## config.mk

```make
export PLATFORM = sky130hd
export DESIGN_NAME = amber_wb_responder
export DESIGN_NICKNAME = d
export VERILOG_FILES = /design/src/rtl/amber_wb_pkg.sv /design/src/rtl/amber_wb_sfifo.sv /design/src/rtl/amber_wb_responder.sv
export SDC_FILE = /design/constraint.sdc
export NUM_CORES = 1
export LEC_CHECK = 0
export BUFFER_PORTS_ARGS = -buffer_cell sky130_fd_sc_hd__buf_4
export CORE_ASPECT_RATIO = 0.5
export CORE_UTILIZATION = 45
export CTS_BUF_LIST = sky130_fd_sc_hd__clkbuf_16
export CTS_CLUSTER_DIAMETER = 120
export DETAILED_ROUTE_END_ITERATION = 7
export PLACE_DENSITY = 0.68
export SETUP_SLACK_MARGIN = 0.4
export SYNTH_ARGS = -nofsm -noshare
export SYNTH_HDL_FRONTEND = slang
export SYNTH_HIERARCHICAL = 1
export SYNTH_SLANG_ARGS = --single-unit
```

## constraint.sdc

```tcl
create_clock -name i_clk -period 8.5 [get_ports i_clk]
set_input_delay 1.275 -clock i_clk [delete_from_list [all_inputs] [get_ports i_clk]]
set_output_delay 1.275 -clock i_clk [all_outputs]
set_load 0.01 [all_outputs]
```

## src/rtl/amber_wb_pkg.sv

```systemverilog
// Shared types and widths for the amber Wishbone responder slice.
// Holds the FSM state enum, bus widths and the filler instruction word.
package amber_wb_pkg;

  localparam int ADR_W  = 32;
  localparam int DAT_W  = 128;
  localparam int SEL_W  = 16;
  localparam int LANE_W = 32;

  localparam logic [31:0] NOP_WORD_DEF = 32'hF0801003;

  typedef enum logic [1:0] {
    ST_IDLE,
    ST_WAIT,
    ST_RESP
  } wb_state_e;

endpackage

```

## src/rtl/amber_wb_sfifo.sv

```systemverilog
// Synchronous show-ahead FIFO holding instruction lines.
// A push while full is only taken when a pop happens in the same cycle.
module amber_wb_sfifo #(
  parameter int DEPTH = 4,
  parameter int W     = 128,
  parameter int AW    = $clog2(DEPTH)
) (
  input  logic         clk,
  input  logic         rst,
  input  logic         push,
  input  logic         pop,
  input  logic [W-1:0] wdata,
  output logic [W-1:0] rdata,
  output logic         full,
  output logic         empty,
  output logic [AW:0]  count
);

  localparam logic [AW:0] FULL_CNT = (AW + 1)'(DEPTH);

  logic [W-1:0]  mem [DEPTH];
  logic [AW-1:0] wr_ptr;
  logic [AW-1:0] rd_ptr;
  logic          do_push;
  logic          do_pop;

  assign full    = (count == FULL_CNT);
  assign empty   = (count == '0);
  assign do_pop  = pop & ~empty;
  assign do_push = push & (~full | do_pop);
  assign rdata   = mem[rd_ptr];

  // Pointers wrap naturally because DEPTH is a power of two.
  always_ff @(posedge clk) begin
    if (rst) begin
      wr_ptr <= '0;
      rd_ptr <= '0;
      count  <= '0;
    end else begin
      if (do_push) wr_ptr <= wr_ptr + 1'b1;
      if (do_pop)  rd_ptr <= rd_ptr + 1'b1;
      case ({do_push, do_pop})
        2'b10:   count <= count + 1'b1;
        2'b01:   count <= count - 1'b1;
        default: count <= count;
      endcase
    end
  end

  always_ff @(posedge clk) begin
    if (do_push) mem[wr_ptr] <= wdata;
  end

endmodule

```

## src/rtl/amber_wb_responder.sv

```systemverilog
// Wishbone slave model for the amber core: serves instruction lines from a
// queue, load data from a one-word slot, and captures stores.
module amber_wb_responder
  import amber_wb_pkg::*;
#(
  parameter int          INST_DEPTH  = 4,
  parameter int          WAIT_STATES = 1,
  parameter logic [31:0] DATA_BASE   = 32'h0000_1000,
  parameter logic [31:0] NOP_WORD    = NOP_WORD_DEF
) (
  input  logic               i_clk,
  input  logic               i_rst,
  input  logic [ADR_W-1:0]   i_wb_adr,
  input  logic [SEL_W-1:0]   i_wb_sel,
  input  logic               i_wb_we,
  input  logic               i_wb_cyc,
  input  logic               i_wb_stb,
  input  logic [DAT_W-1:0]   i_wb_dat,
  output logic [DAT_W-1:0]   o_wb_dat,
  output logic               o_wb_ack,
  output logic               o_wb_err,
  input  logic               i_inst_valid,
  input  logic [DAT_W-1:0]   i_inst_data,
  output logic               o_inst_ready,
  input  logic               i_ld_valid,
  input  logic [LANE_W-1:0]  i_ld_data,
  output logic               o_ld_ready,
  output logic               o_st_valid,
  output logic [ADR_W-1:0]   o_st_adr,
  output logic [LANE_W-1:0]  o_st_data,
  output logic [3:0]         o_st_sel,
  output logic [15:0]        o_xfer_count
);

  localparam int         INST_AW   = $clog2(INST_DEPTH);
  localparam logic [3:0] WAIT_LAST = 4'(WAIT_STATES > 0 ? WAIT_STATES - 1 : 0);

  wb_state_e          state_q, state_d;
  logic [3:0]         wait_cnt;
  logic [ADR_W-1:0]   adr_q;
  logic [SEL_W-1:0]   sel_q;
  logic               we_q;
  logic [DAT_W-1:0]   dat_q;
  logic               ld_full;
  logic [LANE_W-1:0]  ld_q;
  logic [15:0]        xfer_q;

  logic               accept;
  logic               inst_pop;
  logic               ld_clear;
  logic               ld_load;
  logic [DAT_W-1:0]   inst_rdata;
  logic               inst_full;
  logic               inst_empty;
  logic [INST_AW:0]   inst_count;
  logic [1:0]         lane;
  logic               is_data;
  logic [3:0]         sel_nib;
  logic [LANE_W-1:0]  wr_lane;
  logic               unused_ok;

  // Side channels use valid/ready: a word moves on a cycle where both are
  // high; a full queue or slot also takes a word when it drains that cycle.
  amber_wb_sfifo #(.DEPTH(INST_DEPTH), .W(DAT_W)) u_inst_q (
    .clk   (i_clk),
    .rst   (i_rst),
    .push  (i_inst_valid),
    .pop   (inst_pop),
    .wdata (i_inst_data),
    .rdata (inst_rdata),
    .full  (inst_full),
    .empty (inst_empty),
    .count (inst_count)
  );

  assign unused_ok    = ^inst_count;
  assign o_inst_ready = ~inst_full;
  assign o_ld_ready   = ~ld_full;
  assign ld_load      = i_ld_valid & (~ld_full | ld_clear);
  assign lane         = adr_q[3:2];
  assign is_data      = (adr_q >= DATA_BASE);
  assign sel_nib      = sel_q[{lane, 2'b00} +: 4];
  assign wr_lane      = dat_q[{lane, 5'b00000} +: LANE_W];
  assign o_st_adr     = adr_q;
  assign o_st_data    = wr_lane;
  assign o_st_sel     = sel_nib;
  assign o_xfer_count = xfer_q;

  always_ff @(posedge i_clk) begin
    if (i_rst) begin
      state_q  <= ST_IDLE;
      wait_cnt <= '0;
      adr_q    <= '0;
      sel_q    <= '0;
      we_q     <= 1'b0;
      dat_q    <= '0;
      ld_full  <= 1'b0;
      ld_q     <= '0;
      xfer_q   <= '0;
    end else begin
      state_q  <= state_d;
      wait_cnt <= (state_q == ST_WAIT) ? wait_cnt + 1'b1 : '0;
      if (accept) begin
        adr_q <= i_wb_adr;
        sel_q <= i_wb_sel;
        we_q  <= i_wb_we;
        dat_q <= i_wb_dat;
      end
      if (ld_load) begin
        ld_full <= 1'b1;
        ld_q    <= i_ld_data;
      end else if (ld_clear) begin
        ld_full <= 1'b0;
      end
      if (o_wb_ack && xfer_q != 16'hFFFF) xfer_q <= xfer_q + 1'b1;
    end
  end

  always_comb begin
    state_d    = state_q;
    accept     = 1'b0;
    inst_pop   = 1'b0;
    ld_clear   = 1'b0;
    o_wb_ack   = 1'b0;
    o_wb_err   = 1'b0;
    o_wb_dat   = '0;
    o_st_valid = 1'b0;
    case (state_q)
      ST_IDLE: begin
        if (i_wb_cyc && i_wb_stb) begin
          accept  = 1'b1;
          state_d = (WAIT_STATES == 0) ? ST_RESP : ST_WAIT;
        end
      end
      ST_WAIT: begin
        if (!i_wb_cyc)                  state_d = ST_IDLE;
        else if (wait_cnt == WAIT_LAST) state_d = ST_RESP;
      end
      ST_RESP: begin
        state_d = ST_IDLE;
        // A reset landing on the response cycle swallows the response.
        if (!i_rst) begin
          if (!we_q && !is_data) begin
            o_wb_ack = 1'b1;
            inst_pop = ~inst_empty;
            o_wb_dat = inst_empty ? {4{NOP_WORD}} : inst_rdata;
          end else if (!we_q) begin
            if (ld_full) begin
              o_wb_ack = 1'b1;
              ld_clear = 1'b1;
              for (int l = 0; l < 4; l++) begin
                if (2'(l) == lane) o_wb_dat[l*LANE_W +: LANE_W] = ld_q;
              end
            end else begin
              o_wb_err = 1'b1;
            end
          end else if (is_data && sel_nib != 4'h0) begin
            o_wb_ack   = 1'b1;
            o_st_valid = 1'b1;
          end else begin
            o_wb_err = 1'b1;
          end
        end
      end
      default: state_d = ST_IDLE;
    endcase
  end

endmodule

```

After elaboration in Yosys (flattened, before gate mapping)
Memory sizes are Yosys's and may differ from the RTL's. A register that Yosys moved wholly into a read port is not among the register bits.
Cells that the tools add are included.

word-level totals
  register bits = 239
  bits in latches = 0
  memory bits (writable) = 512
  memory bits (read-only) = 0
  input bits = 343
  output and inout bits = 217
  word-level logic and storage cells = 103
  memories kept = 1

memories
  name          words  bits a word  rd ports  clocked after memory_dff  wr ports  line                  text
  u_inst_q.mem  4      128          1         1                         1         amber_wb_sfifo.sv:21  logic [W-1:0] mem [DEPTH];

operators by class
  add/subtract/negate cells = 6
  $mul = 0
  divide/modulo/power cells = 0
  $lt $le $gt $ge = 1
  equal/unequal tests = 11
  shifts and indexed selects = 2
  mux-type cells = 46
  bitwise operators = 9
  reduce and logical (&&, ||, !) cells = 15

operator list
  operator               number
  $mux 128               6
  $mux 32                4
  $shiftx 128x8->32      1
  $ge 32x13->1 const B   1
  $mux 1                 29
  $add 16x1->16 const B  1
  $ne 16x16->1 const B   1
  $shiftx 16x5->4        1
  $mux 2                 5
  $pmux 3 s2             1
  $add 2x1->2 const B    2
  $add 4x1->4 const B    1
  $eq 2x1->1 const B     2
  $eq 2x2->1 const A     2
  $eq 2x2->1 const B     2
  $logic_and 1x1->1      4
  $logic_not 2->1        2
  $logic_not 4->1        1
  $not 1->1              4
  $pmux 2 s2             1
  $reduce_bool 2->1      2
  $reduce_bool 4->1      1
  $add 3x1->3 const B    1
  $and 1x1->1            3
  10 further kinds       12

Depth between registers and ports, before layout
  word-level depth = 11
  mapped depth = 12
  depth with buffers taken out = 11

By module
The synthesis kept the hierarchy.

modules (own cells, without submodules)
  module              times used  cells an instance  area an instance (um2)  sequential area each (um2)
  amber_wb_sfifo      1           727                18929.4                 15554.9
  amber_wb_responder  1           1312               10867.9                 4644.5

Least setup slack after synthesis
No wires, ideal clock.

  path kind = input to register
  from = input port i_rst
  to = memory u_inst_q.mem[0][0] (enable)
  setup time = 502 ps
  arrival = 5746 ps
  required time = 7998 ps
  path slack = 2251 ps
  cell stages on the path = 8
  buffers on the path = 2
  cell sequence = clkbuf_1 -> nor2_1 -> nand2_1 -> nor3_4 -> clkbuf_1 -> nor4b_2 -> nor2b_2 -> and2_1

on the way
  cells in the longest elaborated chain, start to end = 7

ends and longest elaborated chain
  what                          line                       text
  from (decl)                   amber_wb_responder.sv:12   input logic i_rst,
  $mux 1                        amber_wb_responder.sv:142  if (!i_rst) begin
  $mux 1                        amber_wb_responder.sv:128  case (state_q)
  via inst_pop                  amber_wb_responder.sv:49   logic inst_pop;
  $and 1x1->1                   amber_wb_sfifo.sv:29       assign do_pop = pop & ~empty;
  $or 1x1->1                    amber_wb_sfifo.sv:30       assign do_push = push & (~full | do_pop);
  $and 1x1->1                   amber_wb_sfifo.sv:30
  $mux 1                        amber_wb_sfifo.sv:51       if (do_push) mem[wr_ptr] <= wdata;
  $mux 1 (not written as such)  amber_wb_sfifo.sv:51
  to (decl)                     amber_wb_sfifo.sv:21

The timed path passes the listed nets, and every way through them passes these cells.

Worst setup path after layout
  from = register adr_q[14], in the netlist o_st_adr[14]
  to = output port o_wb_dat[50]

on the way
  cells in the longest elaborated chain, start to end = 6

ends and longest elaborated chain
  what                    line                       text
  from (decl)             amber_wb_responder.sv:40   logic [ADR_W-1:0] adr_q;
  from (signal assigned)  amber_wb_responder.sv:104  adr_q <= i_wb_adr;
  $ge 32x13->1            amber_wb_responder.sv:81   assign is_data = (adr_q >= DATA_BASE);
  $logic_not 1->1         amber_wb_responder.sv:143  if (!we_q && !is_data) begin
  $logic_and 1x1->1       amber_wb_responder.sv:143
  $mux 128                amber_wb_responder.sv:143
  $mux 128                amber_wb_responder.sv:142
  $mux 128                amber_wb_responder.sv:128
  to (decl)               amber_wb_responder.sv:19   output logic [DAT_W-1:0] o_wb_dat,

Every way passes these cells.

==> flow_metrics.env <==
export IMPL_status="finished clean"
export IMPL_cts_num_sinks=753
export IMPL_detail_route_antenna_nets=0
export IMPL_synth_compound_gate_area_share_pct=8.22
export IMPL_routed_wire_length_per_instance_um=22.7
export IMPL_die_area_sq_um=67300
export IMPL_synthesis_nets=2390
export IMPL_skew_ns=0.0184
export IMPL_htree_levels=3
export IMPL_synthCells=2039
export IMPL_synth_ff_latch_count=753
export IMPL_cts_root_buf="sky130_fd_sc_hd__clkbuf_16"
export IMPL_worstSetupStartpointType="register"
export IMPL_fmax_ghz=0.167
export IMPL_grt_util_all_layers_pct=22.9
export IMPL_cts_post_setup_buffers_inserted=0
export IMPL_synthDominantCellAreaShare_pct=51.6
export IMPL_synth_edff_count=512
export IMPL_syn_mean_instance_area_sq_um=14.6
export IMPL_cts_buffers_inserted=69
export IMPL_grt_pass1_wl_um=116000
export IMPL_synth_top_area_cell="sky130_fd_sc_hd__edfxtp_1"
export IMPL_numPortBuffers=559
export IMPL_finish_cell_count_without_fillers=3486
export IMPL_clkSlewWorstSetupHoldPaths_ns=0.06
export IMPL_pwr_share_clk_pct=38.9
export IMPL_report_final_hold_viol_count=0
export IMPL_finish_net_count=2886
export IMPL_tritoncts="built"
export IMPL_crit_path_start="o_st_adr[14]"
export IMPL_grt_start_max_net_pins=108
export IMPL_final_setup_tns_ns=0
export IMPL_combinational_family_with_the_most_area_after_synthesis="multiplexers"
export IMPL_gr_total_overflow=0
export IMPL_drc=0
export IMPL_final_min_clock_period_ns=5.98
export IMPL_comb_power_share_pct=7.5
export IMPL_crit_path_max_fanout=101
export IMPL_net_switching_power_mw=1.77
export IMPL_route_detailed_vias_per_inst=5.54
export IMPL_worstReg2RegStart="o_st_adr[14]"
export IMPL_asyncSetResetFlopFracSynth_pct=0
export IMPL_sequential_cell_area_sq_um=20200
export IMPL_path_class="register to output pin"
export IMPL_postCtsHoldBufs=0
export IMPL_post_synth_main_area_contributors="sky130_fd_sc_hd__edfxtp_1, sky130_fd_sc_hd__dfxtp_1, sky130_fd_sc_hd__mux4_2"
export IMPL_first_global_vias=18783
export IMPL_internal_power_mw=6.01
export IMPL_initial_utilization_pct=45.7
export IMPL_synth_simple_area_share_pct=7.38
export IMPL_initial_antenna_violation_count=13
export IMPL_synth_mux_area_share_pct=13.6
export IMPL_cts_max_path_buffers=3
export IMPL_max_vdd_ir_drop_uv=134
export IMPL_crit_path_end_kind="output pin"
export IMPL_totalPowerFinal_mw=7.77
export IMPL_dpl_hpwl_um=52100
export IMPL_synthesis_yosys_warnings=6
export IMPL_dr_pass1_iters=6
export IMPL_final_max_slew_violation_count=0
export IMPL_syn_cell_area_sq_um=29800
export IMPL_die_height_um=184
export IMPL_synth_main_ff_cell="sky130_fd_sc_hd__edfxtp_1"
export IMPL_fp_coreArea_sq_um=65200
export IMPL_sequential_cell_fraction_of_total_power_pct=53.5
export IMPL_worst_hold_path_type="register to register"
export IMPL_synth_adder_area_share_pct=0.361
export IMPL_power_density_nw_per_um2=210
export IMPL_clock_latency_ns=0.60
export IMPL_worstPathArrival_ns=4.70
export IMPL_dpl_cell_count=3348
export IMPL_vias=19306
export IMPL_synth_seq_area_share_pct=67.8
export IMPL_rsz0062_at_grt="no"
export IMPL_hold_start="dat_q[96]"
export IMPL_drt_first_iter_violations=1640
export IMPL_synth_xor_xnor_area_share_pct=0.235
export IMPL_leakage_nw=13.1
export IMPL_cp_data_required_time_ns=7.22
export IMPL_finalWeightedCongestion=0.859
export IMPL_fraction_of_layout_cells_with_a_size_suffix_above_1_pct=33.6
export IMPL_area_growth_synth_to_final_pct=24.0
export IMPL_cap_viol_max_count=0
export IMPL_dieWidth_um=366
export IMPL_post_route_period_util_pct=70.3
export IMPL_timing_worst_slew_pin_value_ns=1.18
export IMPL_multi_input_combinational_cell_area_sq_um=8930
export IMPL_setup_viol=0
export IMPL_drt_total_wl_um=79300
export IMPL_number_of_distinct_library_cell_variants_in_the_gate_level_netlist_after_synthesis=53
export IMPL_cts_repair_resized=0
export IMPL_final_fill_count=5214
export IMPL_count_of_standard_cell_rows=66
export IMPL_worst_slew_margin_relative_to_its_limit_pct=21.2
export IMPL_floorplan_io_pins=560
export IMPL_switching_share_pct=22.7
Yosys cell counts (all sizes together) (3+ instances only):
master,number
and3,10
or3,11
ha,7
a32o,96
xor2,5
o21ai,45
nand4,4
clkbuf,96
nand3,41
nand2,365
buf,61
o31a,3
nor4,7
mux2i,34
mux4,164
and2,6
nor2,56
edfxtp,512
dfxtp,241
inv,13
a21oi,224
xnor2,3
nor3,4
nor2b,4
placed cells by master (no fill, tap or decap), types with 12 or more instances in the layout:
cell type / Yosys / routed
sky130_fd_sc_hd__nand3_1: 41 / 40
sky130_fd_sc_hd__a32o_1: 96 / 96
sky130_fd_sc_hd__mux4_2: 164 / 164
sky130_fd_sc_hd__clkinv_1: 1 / 17
sky130_fd_sc_hd__o21ai_0: 38 / 38
sky130_fd_sc_hd__edfxtp_1: 512 / 512
sky130_fd_sc_hd__diode_2: 0 / 12
sky130_fd_sc_hd__dfxtp_1: 241 / 237
sky130_fd_sc_hd__nand2_1: 365 / 365
sky130_fd_sc_hd__buf_4: 4 / 576
sky130_fd_sc_hd__clkinv_2: 0 / 12
sky130_fd_sc_hd__inv_1: 13 / 27
sky130_fd_sc_hd__nor2_1: 56 / 56
sky130_fd_sc_hd__a21oi_1: 224 / 224
sky130_fd_sc_hd__clkbuf_16: 0 / 71
sky130_fd_sc_hd__mux2i_1: 34 / 34
cell type report:
type,instances,share of cell area (%)
flip-flops and latches,753,54.7
multi-input cells,1115,24.2
repair buffers,582,12.0
clock buffers,71,4.81
well taps,884,2.99
clock inverters,55,1.13
inverters,14,0.142
diodes,12,0.0812
critical path, cell delays in order, from the launching register on:
cell and delay (ns):
sky130_fd_sc_hd__dfxtp_1 0.32, sky130_fd_sc_hd__nor4_1 0.64, sky130_fd_sc_hd__and4_1 0.39, sky130_fd_sc_hd__and2_1 0.31, sky130_fd_sc_hd__nand2_1 0.67, sky130_fd_sc_hd__nor3_4 0.42
sky130_fd_sc_hd__buf_4 0.90, sky130_fd_sc_hd__a32o_1 0.26, sky130_fd_sc_hd__buf_4 0.13
layer usage:
layer	GRT usage [%]	wire (um)	up-vias
met5	0	12	-
met4	9.32	2460	2
met3	4.63	4540	148
met2	39.7	41600	658
met1	28.1	30700	9697
li1	-	-	8801
cell families (layout without fill, tap and decap cells):
family | count (synthesis) | in the layout
compound gates | 381 | 381
xor+xnor | 8 | 8
fa+ha+maj | 8 | 8
buf+inv | 171 | 722
flops | 753 | 753
mux | 199 | 199
other cells | 0 | 12
simple gates | 519 | 519
through the flow:
step	setup WS (ns)	area [sq um]	utilization (%)	hold slack [ns]
2_1_floorplan	2.25	29800	-	0.430
3_5_place_dp	3.12	34700	53.2	0.446
3_3_place_gp	3.29	34700	53.2	0.439
4_1_cts	2.49	36900	56.6	0.454
6_report	2.52	37000	56.7	0.451
5_1_grt	2.23	37000	56.7	0.468
path summary, 6_finish.rpt:
kind / end / slack (ns) / depth (start not counted)
setup / recovery: o_wb_dat[50] / 2.52 / 8
hold / removal: dat_q[96] / 0.45 / 2
setup reg to reg: u_inst_q/count[2] / 3.14 / 12
hold reg to reg: dat_q[96] / 0.45 / 2
sequential cells by signal (all words and copies together), names as in the netlist, named ones only:
name,cells
ld_full,1
o_xfer_count,16
dat_q,128
u_inst_q/count,3
ld_q,32
u_inst_q/mem,512
u_inst_q/rd_ptr,2
we_q,1
wait_cnt,4
o_st_adr,32
u_inst_q/wr_ptr,2
sel_q,16
state_q,2
power by group through the flow:
stage	Combinational [mW]	Clock, mW	Sequential, mW
2_1_floorplan	0.290	0	4.23
3_3_place_gp	0.584	0	4.23
3_5_place_dp	0.591	0	4.24
4_1_cts	0.594	3.10	4.16
5_1_grt	0.633	3.25	4.17
6_report	0.586	3.03	4.16
Power figures use the tool's default switching activity.
